<file path="src/rtl/matrix_scan_driver.sv">
// rtl/matrix_scan_driver.sv - 8x8 LED matrix scan driver with double-buffered frames
//
// Purpose: accepts frame rows into a back buffer over a valid/ready port,
// swaps the back buffer into the front buffer at a frame boundary, and scans
// the front buffer onto one-hot row selects with a blank gap between rows.
//
// Ports:
//   clk, rst_n          clock (rising edge), asynchronous active-low reset
//   wr_valid/wr_ready   row write handshake
//   wr_row, wr_data     row index and its column bits
//   wr_last             final row of a frame; requests a buffer swap
//   row_sel             one-hot active-high row enable
//   col_data            active-high column data for the selected row
//   frame_start         one-cycle pulse on the first lit cycle of row 0
//   brightness          (MATRIX_BRIGHTNESS_EN only) lit eighths of the dwell minus one
//
// Optional feature macro: MATRIX_BRIGHTNESS_EN.
module matrix_scan_driver #(
  parameter int DWELL_CYCLES = 1000,
  parameter int BLANK_CYCLES = 2,
  parameter int CNT_W        = 16
) (
  input  logic       clk,
  input  logic       rst_n,
  input  logic       wr_valid,
  output logic       wr_ready,
  input  logic [2:0] wr_row,
  input  logic [7:0] wr_data,
  input  logic       wr_last,
`ifdef MATRIX_BRIGHTNESS_EN
  input  logic [2:0] brightness,
`endif
  output logic [7:0] row_sel,
  output logic [7:0] col_data,
  output logic       frame_start
);

  typedef enum logic {ST_BLANK, ST_SHOW} state_t;

  localparam logic [CNT_W-1:0] DWELL_LAST = CNT_W'(DWELL_CYCLES - 1);
  localparam logic [CNT_W-1:0] BLANK_LAST = CNT_W'((BLANK_CYCLES > 0) ? BLANK_CYCLES - 1 : 0);

  state_t           state, state_d;
  logic [CNT_W-1:0] cnt, cnt_d;
  logic [2:0]       row_idx, row_d;
  logic [7:0]       front [8];
  logic [7:0]       back  [8];
  logic             swap_pending, swap_pending_d;
  logic             swap_now;
  logic             wr_fire;
  logic [7:0]       shown;
  logic [7:0]       row_sel_d, col_data_d;
  logic             frame_start_d;
`ifdef MATRIX_BRIGHTNESS_EN
  logic [2:0]       bright_q, bright_d;
  int               lit_len;
`endif

  assign wr_fire = wr_valid & wr_ready;

  always_comb begin
    state_d  = state;
    cnt_d    = cnt + 1'b1;
    row_d    = row_idx;
    swap_now = 1'b0;
    case (state)
      ST_BLANK: begin
        if (BLANK_CYCLES == 0 || cnt == BLANK_LAST) begin
          state_d = ST_SHOW;
          cnt_d   = '0;
        end
      end
      ST_SHOW: begin
        if (cnt == DWELL_LAST) begin
          cnt_d    = '0;
          row_d    = row_idx + 3'd1;
          state_d  = (BLANK_CYCLES == 0) ? ST_SHOW : ST_BLANK;
          swap_now = (row_idx == 3'd7) && swap_pending;
        end
      end
      default: begin
        state_d = ST_BLANK;
        cnt_d   = '0;
      end
    endcase

    // A swap and a new wr_last can never coincide: wr_ready is low while pending.
    swap_pending_d = swap_pending;
    if (swap_now) begin
      swap_pending_d = 1'b0;
    end else if (wr_fire && wr_last) begin
      swap_pending_d = 1'b1;
    end

    // Outputs are registered, so they are derived from the next-cycle view;
    // on a swap cycle the next front buffer is the current back buffer.
    shown = swap_now ? back[row_d] : front[row_d];

    row_sel_d     = '0;
    col_data_d    = '0;
    frame_start_d = 1'b0;
`ifdef MATRIX_BRIGHTNESS_EN
    bright_d = bright_q;
    if (state_d == ST_SHOW && cnt_d == '0) begin
      bright_d = brightness;
    end
    lit_len = (int'(bright_d) + 1) * (DWELL_CYCLES / 8);
`endif
    if (state_d == ST_SHOW) begin
      row_sel_d     = 8'd1 << row_d;
      col_data_d    = shown;
      frame_start_d = (row_d == 3'd0) && (cnt_d == '0);
`ifdef MATRIX_BRIGHTNESS_EN
      if (int'(cnt_d) >= lit_len) begin
        col_data_d = '0;
      end
`endif
    end
  end

  always_ff @(posedge clk or negedge rst_n) begin
    if (!rst_n) begin
      state        <= ST_BLANK;
      cnt          <= '0;
      row_idx      <= '0;
      swap_pending <= 1'b0;
      wr_ready     <= 1'b1;
      row_sel      <= '0;
      col_data     <= '0;
      frame_start  <= 1'b0;
`ifdef MATRIX_BRIGHTNESS_EN
      bright_q     <= '0;
`endif
    end else begin
      state        <= state_d;
      cnt          <= cnt_d;
      row_idx      <= row_d;
      swap_pending <= swap_pending_d;
      wr_ready     <= ~swap_pending_d;
      row_sel      <= row_sel_d;
      col_data     <= col_data_d;
      frame_start  <= frame_start_d;
`ifdef MATRIX_BRIGHTNESS_EN
      bright_q     <= bright_d;
`endif
    end
  end

  always_ff @(posedge clk or negedge rst_n) begin
    if (!rst_n) begin
      for (int i = 0; i < 8; i++) begin
        front[i] <= '0;
        back[i]  <= '0;
      end
    end else begin
      if (swap_now) begin
        for (int i = 0; i < 8; i++) begin
          front[i] <= back[i];
        end
      end
      if (wr_fire) begin
        back[wr_row] <= wr_data;
      end
    end
  end

endmodule
</file>
<file path="config.mk">
export PLATFORM = sky130hd
export DESIGN_NAME = matrix_scan_driver
export DESIGN_NICKNAME = d
export VERILOG_FILES = /design/src/rtl/matrix_scan_driver.sv
export SDC_FILE = /design/constraint.sdc
export NUM_CORES = 1
export LEC_CHECK = 0
export BUFFER_PORTS_ARGS = -buffer_cell sky130_fd_sc_hd__buf_4
export CORE_MARGIN = 2
export CORE_UTILIZATION = 55
export CTS_CLUSTER_SIZE = 12
export DETAILED_ROUTE_END_ITERATION = 10
export PLACE_DENSITY = 0.68
export REMOVE_ABC_BUFFERS = 1
export SLEW_MARGIN = 5
export SYNTH_ARGS = -nofsm -noshare
export SYNTH_HDL_FRONTEND = slang
export SYNTH_SLANG_ARGS = --single-unit
export TNS_END_PERCENT = 5
</file>
<file path="constraint.sdc">
create_clock -name clk -period 6.63 [get_ports clk]
set_clock_uncertainty 0.2 [all_clocks]
set_input_delay 1.989 -clock clk [delete_from_list [all_inputs] [get_ports clk]]
set_output_delay 1.989 -clock clk [all_outputs]
set_load 0.01 [all_outputs]
</file>
* Yosys cells after proc, flatten, opt, wreduce, memory -nomap -nowiden
Cells that the tools add are included.
** Word-level totals
- Register bits :: 167
- Input port bits :: 15
- Output and inout bits :: 18
- Word-level logic and storage cells :: 69
** Cells by class
- $add $sub $neg :: 2
- Order comparisons :: 3
- Equal/unequal tests :: 3
- Shift-type cells :: 1
- Mux-type cells :: 25
- Bitwise logic cells :: 5
- Reductions and logical operators :: 6
** Operator list (number)
- $bwmux W64 :: 1
- $mux W8 :: 8
- $bmux W8 S3 :: 2
- $mux W16 :: 2
- $pmux W16 S2 :: 1
- $demux W8 S3 :: 1
- $add A16 B1 Y16 const B :: 1
- $eq A16 B1 Y1 const B :: 1
- $eq A16 B10 Y1 const B :: 1
- $logic_not A16 Y1 :: 1
- $ge A4 B4 Y1 const B :: 2
- $not A3 Y4 :: 2
- $shl A1 B3 Y8 const A :: 1
- $mux W1 :: 7
- $mux W3 :: 2
- $logic_and A1 B1 Y1 :: 4
- $lt A4 B1 Y1 const B :: 1
- $add A3 B1 Y3 const B :: 1
- $eq A3 B3 Y1 const B :: 1
- $logic_not A3 Y1 :: 1
- $not A1 Y1 :: 2
- $pmux W1 S2 :: 1
- $and A1 B1 Y1 :: 1

* Logic depth before layout (Yosys ltp)
Gate-level depths: netlist (run 1).
- Depth in word-level cells :: 9
- Depth in mapped cells :: 9
- Gate-level depth less buffers :: 7

* Least setup slack after synthesis (run 1)
OpenSTA, ideal clock, no wires.
- Path type :: in2reg
- From :: input port wr_row[1]
- To :: register back[56] (netlist bit)
- Setup time :: 0.125 ns
- Arrival :: 2.956 ns
- Data required time :: 6.305 ns
- Setup slack :: 3.350 ns
- Cell stages on the path :: 4
- Path buffers :: 1
- Cell sequence :: nand3b_1 -> or3_1 -> clkbuf_1 -> mux2_2
** Between the ends
- Cells in the longest elaborated chain, start to end :: 6
- Elaborated cells on any way between the ends :: 7
- Those cells by class :: order compare: 2; mux: 3; bitwise: 1; reduce/logical: 1
** RTL lines
- from (decl) :: RTL line 27 : input logic [2:0] wr_row,
- $not A3 Y4 (implied by the code) (*) :: RTL line 162 : back[wr_row] <= wr_data;
- $ge A4 B4 Y1 (implied by the code) / $lt A4 B1 Y1 (equally long branches) :: RTL line 162
- $logic_and A1 B1 Y1 (implied by the code) :: RTL line 162
- $mux W8 (implied by the code) :: RTL line 162
- $demux W8 S3 (*) :: RTL line 162
- $bwmux W64 (*) :: RTL line 162
- to (signal, indexed assignment) :: RTL line 162
- to (decl) :: RTL line 47 : logic [7:0] back [8];
Every way passes the cells marked *; elsewhere a longest branch is shown, timed or not.
A chain may end at the register's enable or synchronous reset.

* Worst setup path in the final report (run 1)
- From :: register cnt[10]
- To :: register front[11] (netlist bit)
** Between the ends
- Cells in the longest elaborated chain, start to end :: 3
** RTL lines
- from (decl) :: RTL line 44 : logic [CNT_W-1:0] cnt, cnt_d;
- from (signal assigned) :: RTL line 136 : cnt <= cnt_d;
- $eq A16 B10 Y1 :: RTL line 74 : if (cnt == DWELL_LAST) begin
- $mux W1 :: RTL line 74
- $mux W1 :: RTL line 66 : case (state)
- to (signal, indexed assignment) :: RTL line 158 : front[i] <= back[i];
- to (decl) :: RTL line 46 : logic [7:0] front [8];
No other way between the ends.

==> impl_results.md, run 1 <==
* Yosys warning count at 0
* Longest Clk Path Bufs at 2
* Overall Global Routing Usage at 23.03%
* EDFF count, synth at 0
* Post-synth top area share at 54.89%
* Outcome: complete, no violations
* Fraction of layout cells with a size suffix above 1 at 36.86%
* Clk slew on worst S/H paths at 0.06 ns
* Worst-skew pair later-pin latency at 0.43 ns
* Drt drc at 0
* Core region area at 13350 sq um
* Crit path DAT at 4.04 ns
* Fill cell count at 1020
* Final Cell Area at 8522 sq um
* Gpl congestion at 0.8318
* Final setup fails at 0
* Crit path largest cell delay at 0.94 ns
* Routed WL at 15570 um
* Post-CTS sizing at 0
* Core Util, Final at 63.85%
* DIE AREA at 14710 sq um
* Headroom to the max-slew limit at 23.22%
* Area of the mapped netlist at 7567 sq um
* Drt wl/cell at 19.93 um
* Cell Rows at 42
* TritonRoute pass-1 iters at 4
* Dpl cells at 749
* Post-CTS Setup Bufs at 0
* Critical path class: register to register
* Synth Flop Type: dfrtp_1
* Multiplexer share of the synthesized area at 25.68%
* Nets at 612
* Seq cells post-synth at 167
* Worst vdd ir at 0.0003295 V
* Post-synth top area cell: dfrtp_1
* WP buf/inv at 0
* CTS Buf Count at 17
* DP HPWL at 9458 um
* DR vias at 4630
* CP endpoint kind: register
* CP top delay family: simple AND/OR/NAND/NOR gates
* Fin crit period at 3.938 ns
* Most frequent cells after synthesis: dfrtp_1 (166), mux2_2 (107), nor2_1 (43), mux2_4 (29), nand2_1 (28)
* Critical path, cell by cell: or4_4 > nor4_1 > and2_1 > nand3_4 > mux2_2
* Hold Path Class: register to register
* Syn avg cell area at 13.39 sq um
* Die Wd at 121.3 um
* CP max FO at 66
* Post-synthesis compound-gate area fraction at 4.911%
* Leak at 4.046 nW
* Slew of the pin with the lowest slew margin at 1.152 ns
* Post-Synth Simple-Gate Area at 9.061%
* CTS tree: built
* Fin cells at 781
* Initial antenna violation count at 0
* IO Port Bufs at 32
* PD cells at 279.8 nW/um^2
* Fin Setup TNS at 0 ns
* Chip height at 121.3 um
* Req. time, crit path at 6.73 ns
* Remaining global-route overflow at 0
* CTS H-tree lvls at 4
* CP Launch Type: register
* Crit-path slowest cell: nand3_4
* Vias per cell at 5.928
* Synth cell types at 55
* Hold buffer count at CTS at 0
* First-pass GRT wire length at 25560 um
* Routed Antenna Nets at 0
* Final Cycle Share at 59.39%
* Seq/Total Area, Yosys at 55.24%
* Vias in the first global route at 4792
* XOR/XNOR Fraction of Synth Area at 1.736%
* Cells after Synth at 565
* Sink Count at 167
* Max-cap violations at 0
* Largest family of logic cells by synthesized area: multiplexers
* Placed cell areas at 7903 sq um
* RSZ-0062 raised after global routing: no
* Asr flop ratio synth at 100.0%
* Largest net degree at the start of global routing at 71
* Cell with the most instances after synthesis: dfrtp_1
* Ranking of synthesized cells by area: dfrtp_1 (55%), mux2_2 (16%), mux2_4 (5.8%)
* Power Total at 2.385 mW
* Fmax at 0.2540 GHz
* Endpoints failing hold at 0
* Antenna diodes at 0
* Initial core utilization at 56.69%
* Area grow syn2layout at 12.62%
* Root Buffer: clkbuf_16
* # IOs at 33
* Final max-slew violation count at 0
* DR iter-0 viols at 381
* Synth Area in Adders at 0.8267%
[kinds of logic (layout without fill, tap and decap cells)]
| group | Yosys count | after routing |
|---|---|---|
| buffers and inverters | 34 | 74 |
| DFF | 167 | 167 |
| adders and majority gates | 5 | 5 |
| and+or+nand+nor | 134 | 134 |
| muxes | 160 | 160 |
| xor gates and xnor gates | 15 | 15 |
| AOI/OAI and AO/OA | 50 | 50 |
[worst reg2reg max path, cell delays in order, from the launching register on]
cell and delay (ns):
dfrtp_1 0.45, or4_4 0.58, nor4_1 0.40, and2_1 0.58, nand3_4 0.94, mux2_2 0.67
[final timing paths]
check | startpoint | endpoint | slack, ns | cells after the start
setup / recovery | cnt[10] | front[11] | 2.69 | 5
hold / removal | cnt[15] | cnt[15] | 0.30 | 1
setup reg to reg | cnt[10] | front[11] | 2.69 | 5
hold reg to reg | cnt[15] | cnt[15] | 0.30 | 1
max in group asynchronous | rst_n | front[36] | 3.66 | 2
min in group asynchronous | rst_n | front[41] | 1.32 | 1
[power breakdown]
group,internal [mW],switching (mW)
combinational,0.0973,0.0606
sequential,1.14,0.0597
clock,0.616,0.412
[metal layers]
metal  routed length [um]  track usage, %  share of wire (%)
met4                  313           7.830                2.0
met1                 7047           31.89                 45
met2                 7251           35.64                 47
met5                    0               0                  0
met3                  957           5.874                6.1
[cell type report]
type,instances,area (sq um),area share (%)
clock buffer,19,452.9,5.315
clock inverter,13,166.4,1.953
inverter,5,18.77,0.2202
multi-input combinational,364,3202,37.57
sequential,167,4180,49.05
tap,176,220.2,2.584
timing repair buffer,37,281.5,3.303
[registers in the layout (all words and copies together), names as in the netlist]
name / flops
cnt: 16
wr_ready: 1
front: 64
state: 1
swap_pending: 1
row_idx: 3
frame_start: 1
row_sel: 8
col_data: 8
back: 64
[placed cells by master (no fill, tap or decap), drive strengths merged, types with 6 or more instances in the layout]
cell and n:
dfrtp 166, mux2 136, nor2 43, buf 37, nand2 28, mux2i 20
clkbuf 19, o22ai 17, nand3 13, o21ai 10, inv 9, nor3 8
xor2 8, xnor2 7, nand4 6
[per-stage QoR]
step / worst slack (ns) / hold slack [ns]
CTS: 2.680 / 0.2956
floorplan: 2.828 / 0.2449
global placement: 2.616 / 0.2811
detailed placement: 2.618 / 0.2797
global route: 2.470 / 0.3136
finish: 2.693 / 0.2987
Power figures use the tool's default switching activity.
==> run 2: changes to the inputs <==
==> constraint.sdc (replaced) <==
create_clock -name clk -period 3.85 [get_ports clk]
set_clock_uncertainty 0.2 [all_clocks]
set_input_delay 1.155 -clock clk [delete_from_list [all_inputs] [get_ports clk]]
set_output_delay 1.155 -clock clk [all_outputs]
set_load 0.01 [all_outputs]
==> run 2 against run 1 <==
  * Final cell count up 1.3%
  * Non-clock buffer count up 11
  * Sequential power grew 72%
  * Routed wire length up 3.0%
  * Sequential share of layout area is 0.24 points lower
  * Register-to-register slack worse by 1.9 ns
  * Hold slack got worse by 0.0028 ns
  * Global-route usage rose by 1.0 points
  * Setup slack worse by 1.9 ns
  * Fmax up 29%
  * Combinational power up 75%
  * Largest power group unchanged
==> impl_results.md, run 2 (synthesis results as in run 1) <==
* Outcome: complete, no violations
* Chip height at 121.3 um
* Routed WL at 16030 um
* TritonRoute pass-1 iters at 4
* CP max FO at 11
* Met2 Resource Use GR at 37.96%
* Area grow syn2layout at 13.18%
* CTS Buf Count at 17
* Final Cycle Share at 79.07%
* DIE AREA at 14710 sq um
* Clk slew on worst S/H paths at 0.07 ns
* Hold buffer count at CTS at 0
* Die Wd at 121.3 um
* Worst R2R Setup Slack at 0.81 ns
* CP startpoint: cnt[10]
* Crit path DAT at 3.17 ns
* Gpl congestion at 0.8625
* Post-CTS sizing at 0
* Vias in the first global route at 4942
* Hold Path Cell Cnt at 1
* Worst-skew pair later-pin latency at 0.43 ns
* Vias per cell at 5.914
* Fin crit period at 3.044 ns
* CTS H-tree lvls at 4
* Fmax at 0.3285 GHz
* Worst-case reg-to-reg path depth at 6
* Drt wl/cell at 20.27 um
* Most frequent cells in the layout: dfrtp_1 (166), mux2_2 (107), buf_4 (46), nor2_1 (43), mux2_4 (29)
* GR Layer Usage met1 at 33.42%
* Cell Rows at 42
* RSZ-0062 raised after global routing: no
* Initial core utilization at 56.69%
* Remaining global-route overflow at 0
* IO Port Bufs at 32
* Endpoints failing hold at 0
* CTS tree: built
* Gr busiest metal: met2
* CP Launch Type: register
* Root Buffer: clkbuf_16
* Max-cap violations at 0
* # IOs at 33
* Hold Path Class: register to register
* First-pass GRT wire length at 26660 um
* Final max-slew violation count at 0
* Final setup fails at 0
* Post-CTS Setup Bufs at 0
* Fin Setup TNS at 0 ns
* Core region area at 13350 sq um
* Fraction of layout cells with a size suffix above 1 at 37.24%
* DP HPWL at 10540 um
* Drt drc at 0
* Antenna diodes at 0
* Commonest non-fill, non-tap cell in the layout: dfrtp_1
* Headroom to the max-slew limit at 39.70%
* CP endpoint: frame_start
* CP endpoint kind: register
* Longest Clk Path Bufs at 2
* DR vias at 4678
* DR iter-0 viols at 404
* WHS at 0.2958 ns
* Largest net degree at the start of global routing at 69
* Worst vdd ir at 0.0003150 V
* Core Util, Final at 64.16%
* Req. time, crit path at 3.98 ns
* Leak at 4.081 nW
* Routed Antenna Nets at 0
* Fin cells at 791
* Critical path class: register to register
* Nets at 623
* Dpl cells at 760
* Sink Count at 167
* RR Startpoint: cnt[10]
* Power Total at 3.978 mW
* Top Registers: back: 64 flops, front: 64 flops, cnt: 16 flops
* Worst r2r dst: frame_start
* PD cells at 464.5 nW/um^2
* Slew of the pin with the lowest slew margin at 0.9044 ns
* Overall Global Routing Usage at 24.03%
* Met3 usage at 4.699%
* Initial antenna violation count at 0
==> run 2: cell count changes in the layout (fill, tap and decap cells not counted), sizes merged <==
cell,before,now
clkbuf,19,23
buf,37,48
bufinv,3,2
inv,9,5
clkinvlp,3,2
clkinv,3,4
==> run 2: worst min-delay path by stage <==
stage,start,to,slack (ns)
after detailed placement,back[52],front[52],0.29
after CTS,back[52],front[52],0.30
after floorplan,swap_pending,wr_ready,0.24
after global routing,back[36],front[36],0.31
after global placement,back[59],front[59],0.28
final,back[52],front[52],0.30
==> run 2: stage by stage <==
stage	setup WS, ns	instance area [sq um]
after floorplan	0.04810	7393
after global placement	0.8469	7998
after detailed placement	0.8545	7998
after CTS	0.8333	8564
after global routing	0.6799	8564
final	0.8059	8564
==> run 2: metal layers <==
metal	up-vias	part of all wire (%)
met5	-	0
met4	0	1.7
met3	24	5.0
met2	124	48
met1	2410	45
li1	2120	-
==> run 2: report_power, final <==
| group | internal [mW] | total, mW | switching (mW) |
|---|---|---|---|
| clock network | 0.983 | 1.64 | 0.657 |
| logic | 0.171 | 0.277 | 0.106 |
| registers | 1.96 | 2.06 | 0.101 |
| total | 3.12 | 3.98 | 0.863 |
==> run 2: worst max-delay path, cell delays in order (launching register included) <==
cell and delay [ns]:
dfrtp_1 0.45, or4_4 0.57, or4_1 0.82, buf_4 0.30, nand2_1 0.26, a31oi_1 0.11
nor4b_2 0.23
==> run 2: layout make-up <==
cell class                 instances  area, sq um
clock buffer                      23        467.9
clock inverter                     8        98.84
fill                            1037         4783
inverter                           5        18.77
multi-input combinational        364         3202
sequential                       167         4180
tap                              176        220.2
timing repair buffer              48        376.6
==> run 3: changes to the inputs <==
==> constraint.sdc (replaced) <==
create_clock -name clk -period 2.9 [get_ports clk]
set_clock_uncertainty 0.2 [all_clocks]
set_input_delay 0.87 -clock clk [delete_from_list [all_inputs] [get_ports clk]]
set_output_delay 0.87 -clock clk [all_outputs]
set_load 0.01 [all_outputs]
==> run 3 against run 2 <==
  * Flip-flop and latch count did not move
  * Fmax increased by 11%
  * Global-route usage decreased by 0.15 points
  * Critical endpoint is now col_data[2]
==> impl_results.md, run 3 (synthesis results as in run 1) <==
* # IOs at 33
* Die Wd at 121.3 um
* Crit path DAT at 2.84 ns
* WP buf/inv at 1
* CTS Buf Count at 17
* CP endpoint kind: register
* Leak at 4.194 nW
* Fin crit period at 2.744 ns
* DP HPWL at 10520 um
* Initial core utilization at 56.69%
* TritonRoute pass-1 iters at 4
* CTS H-tree lvls at 4
* Most common cell on crit path: o22ai_1
* Hold Path Class: input pin to asynchronous set/reset pin
* Fmax at 0.3644 GHz
* Fraction of layout cells with a size suffix above 1 at 40.06%
* Fill cell count at 1013
* Routed WL at 16200 um
* Initial antenna violation count at 0
* CTS tree: built
* Headroom to the max-slew limit at 47.37%
* Worst vdd ir at 0.0004684 V
* DIE AREA at 14710 sq um
* Pre-CTS setup slack at 0.08185 ns
* Gpl congestion at 0.8948
* Power Total at 5.169 mW
* Nets at 642
* CP top delay family: simple AND/OR/NAND/NOR gates
* Chip height at 121.3 um
* Most frequent cells in the layout: dfrtp_1 (166), mux2_2 (107), buf_4 (60), nor2_1 (43), mux2_4 (29)
* Crit path largest cell delay at 0.58 ns
* Outcome: complete, no violations
* Routed Antenna Nets at 0
* Cell Rows at 42
* Area grow syn2layout at 15.61%
* Commonest non-fill, non-tap cell in the layout: dfrtp_1
* Root Buffer: clkbuf_16
* Final setup fails at 0
* Critical path class: register to register
* Largest net degree at the start of global routing at 58
* Longest Clk Path Bufs at 2
* Worst r2r dst: col_data[2]
* Worst-case reg-to-reg path depth at 6
* Remaining global-route overflow at 0
* RR Startpoint: cnt[12]
* Vias in the first global route at 4894
* Overall Global Routing Usage at 23.88%
* Worst-skew pair later-pin latency at 0.43 ns
* Final Cycle Share at 94.64%
* Crit-path slowest cell: or4_1
* DR vias at 4717
* Slew of the pin with the lowest slew margin at 0.7895 ns
* Core Util, Final at 65.54%
* Final max-slew violation count at 0
* PD cells at 590.8 nW/um^2
* Endpoints failing hold at 0
* Req. time, crit path at 2.99 ns
* Vias per cell at 5.823
* First-pass GRT wire length at 26230 um
* CP Launch Type: register
* Top Registers: back: 64 flops, front: 64 flops, cnt: 16 flops
* Drt drc at 0
* Fin worst setup slack at 0.1555 ns
* Critical path, cell by cell: or4_4 > or4_1 > buf_12 > mux2_4 > o22ai_1 > o22ai_1
* IO Port Bufs at 32
* RSZ-0062 raised after global routing: no
* Drt wl/cell at 20.00 um
* WHS at 0.1273 ns
* Sink Count at 167
* Clk slew on worst S/H paths at 0.06 ns
* CP max FO at 17
* Max-cap violations at 0
* Core region area at 13350 sq um
* DR iter-0 viols at 329
* Antenna diodes at 0
* Worst R2R Setup Slack at 0.16 ns
==> run 3: cell count changes in the layout (fill, tap and decap cells not counted) <==
cell        delta
and2_2         +1
buf_12         +5
and2_1         -1
inv_8          +1
inv_6          +2
clkbuf_1       -4
or4_4          +1
clkbuf_8       -1
or4_1          -1
bufinv_16      -2
buf_4         +14
clkinv_4       +3
clkinvlp_4     +1
==> run 3: routing by layer <==
metal,share of wire [%],up-vias,global-route usage [%]
met5,0,-,0
met4,2.2,0,8.621
met3,3.3,29,5.357
met2,48,87,38.20
met1,47,2435,32.22
li1,-,2166,-
==> run 3: through the flow <==
stage | TNS (ns) | area, sq um | cells
global placement | 0 | 8195 | 778
finish | 0 | 8748 | 810
detailed placement | 0 | 8195 | 778
global route | 0 | 8748 | 810
floorplan | -58.88 | 7393 | 536
CTS | 0 | 8736 | 809
==> run 3: cell type report <==
type                    count  area (sq um)  area share (%)
clock buffers              18         439.2           5.020
inverters                   5         18.77          0.2145
repair buffers             67         581.8           6.650
flip-flops and latches    167          4180           47.78
clock inverters            13         101.3           1.158
multi-input cells         364          3207           36.66
well taps                 176         220.2           2.517
==> run 3: worst max path at each step <==
stage	startpoint	endpoint	slack, ns	depth (start not counted)
4_1_cts	cnt[1]	col_data[7]	0.09	7
2_1_floorplan	cnt[10]	front[0]	-0.90	5
3_3_place_gp	cnt[1]	col_data[1]	0.16	7
3_5_place_dp	cnt[1]	col_data[7]	0.08	7
6_report	cnt[12]	col_data[2]	0.16	6
5_1_grt	cnt[4]	col_data[7]	0.05	6
==> run 3: what timing repair did <==
item	CTS	global route
endpoints found under the setup margin	0	2
hold buffers	0	0
gates resized for setup	0	2
setup buffers	0	1
==> run 3: where the power goes <==
group | switching, mW | total [mW] | internal (mW)
clock network | 0.944 | 2.07 | 1.12
logic | 0.139 | 0.368 | 0.229
registers | 0.133 | 2.73 | 2.60
total | 1.22 | 5.17 | 3.95
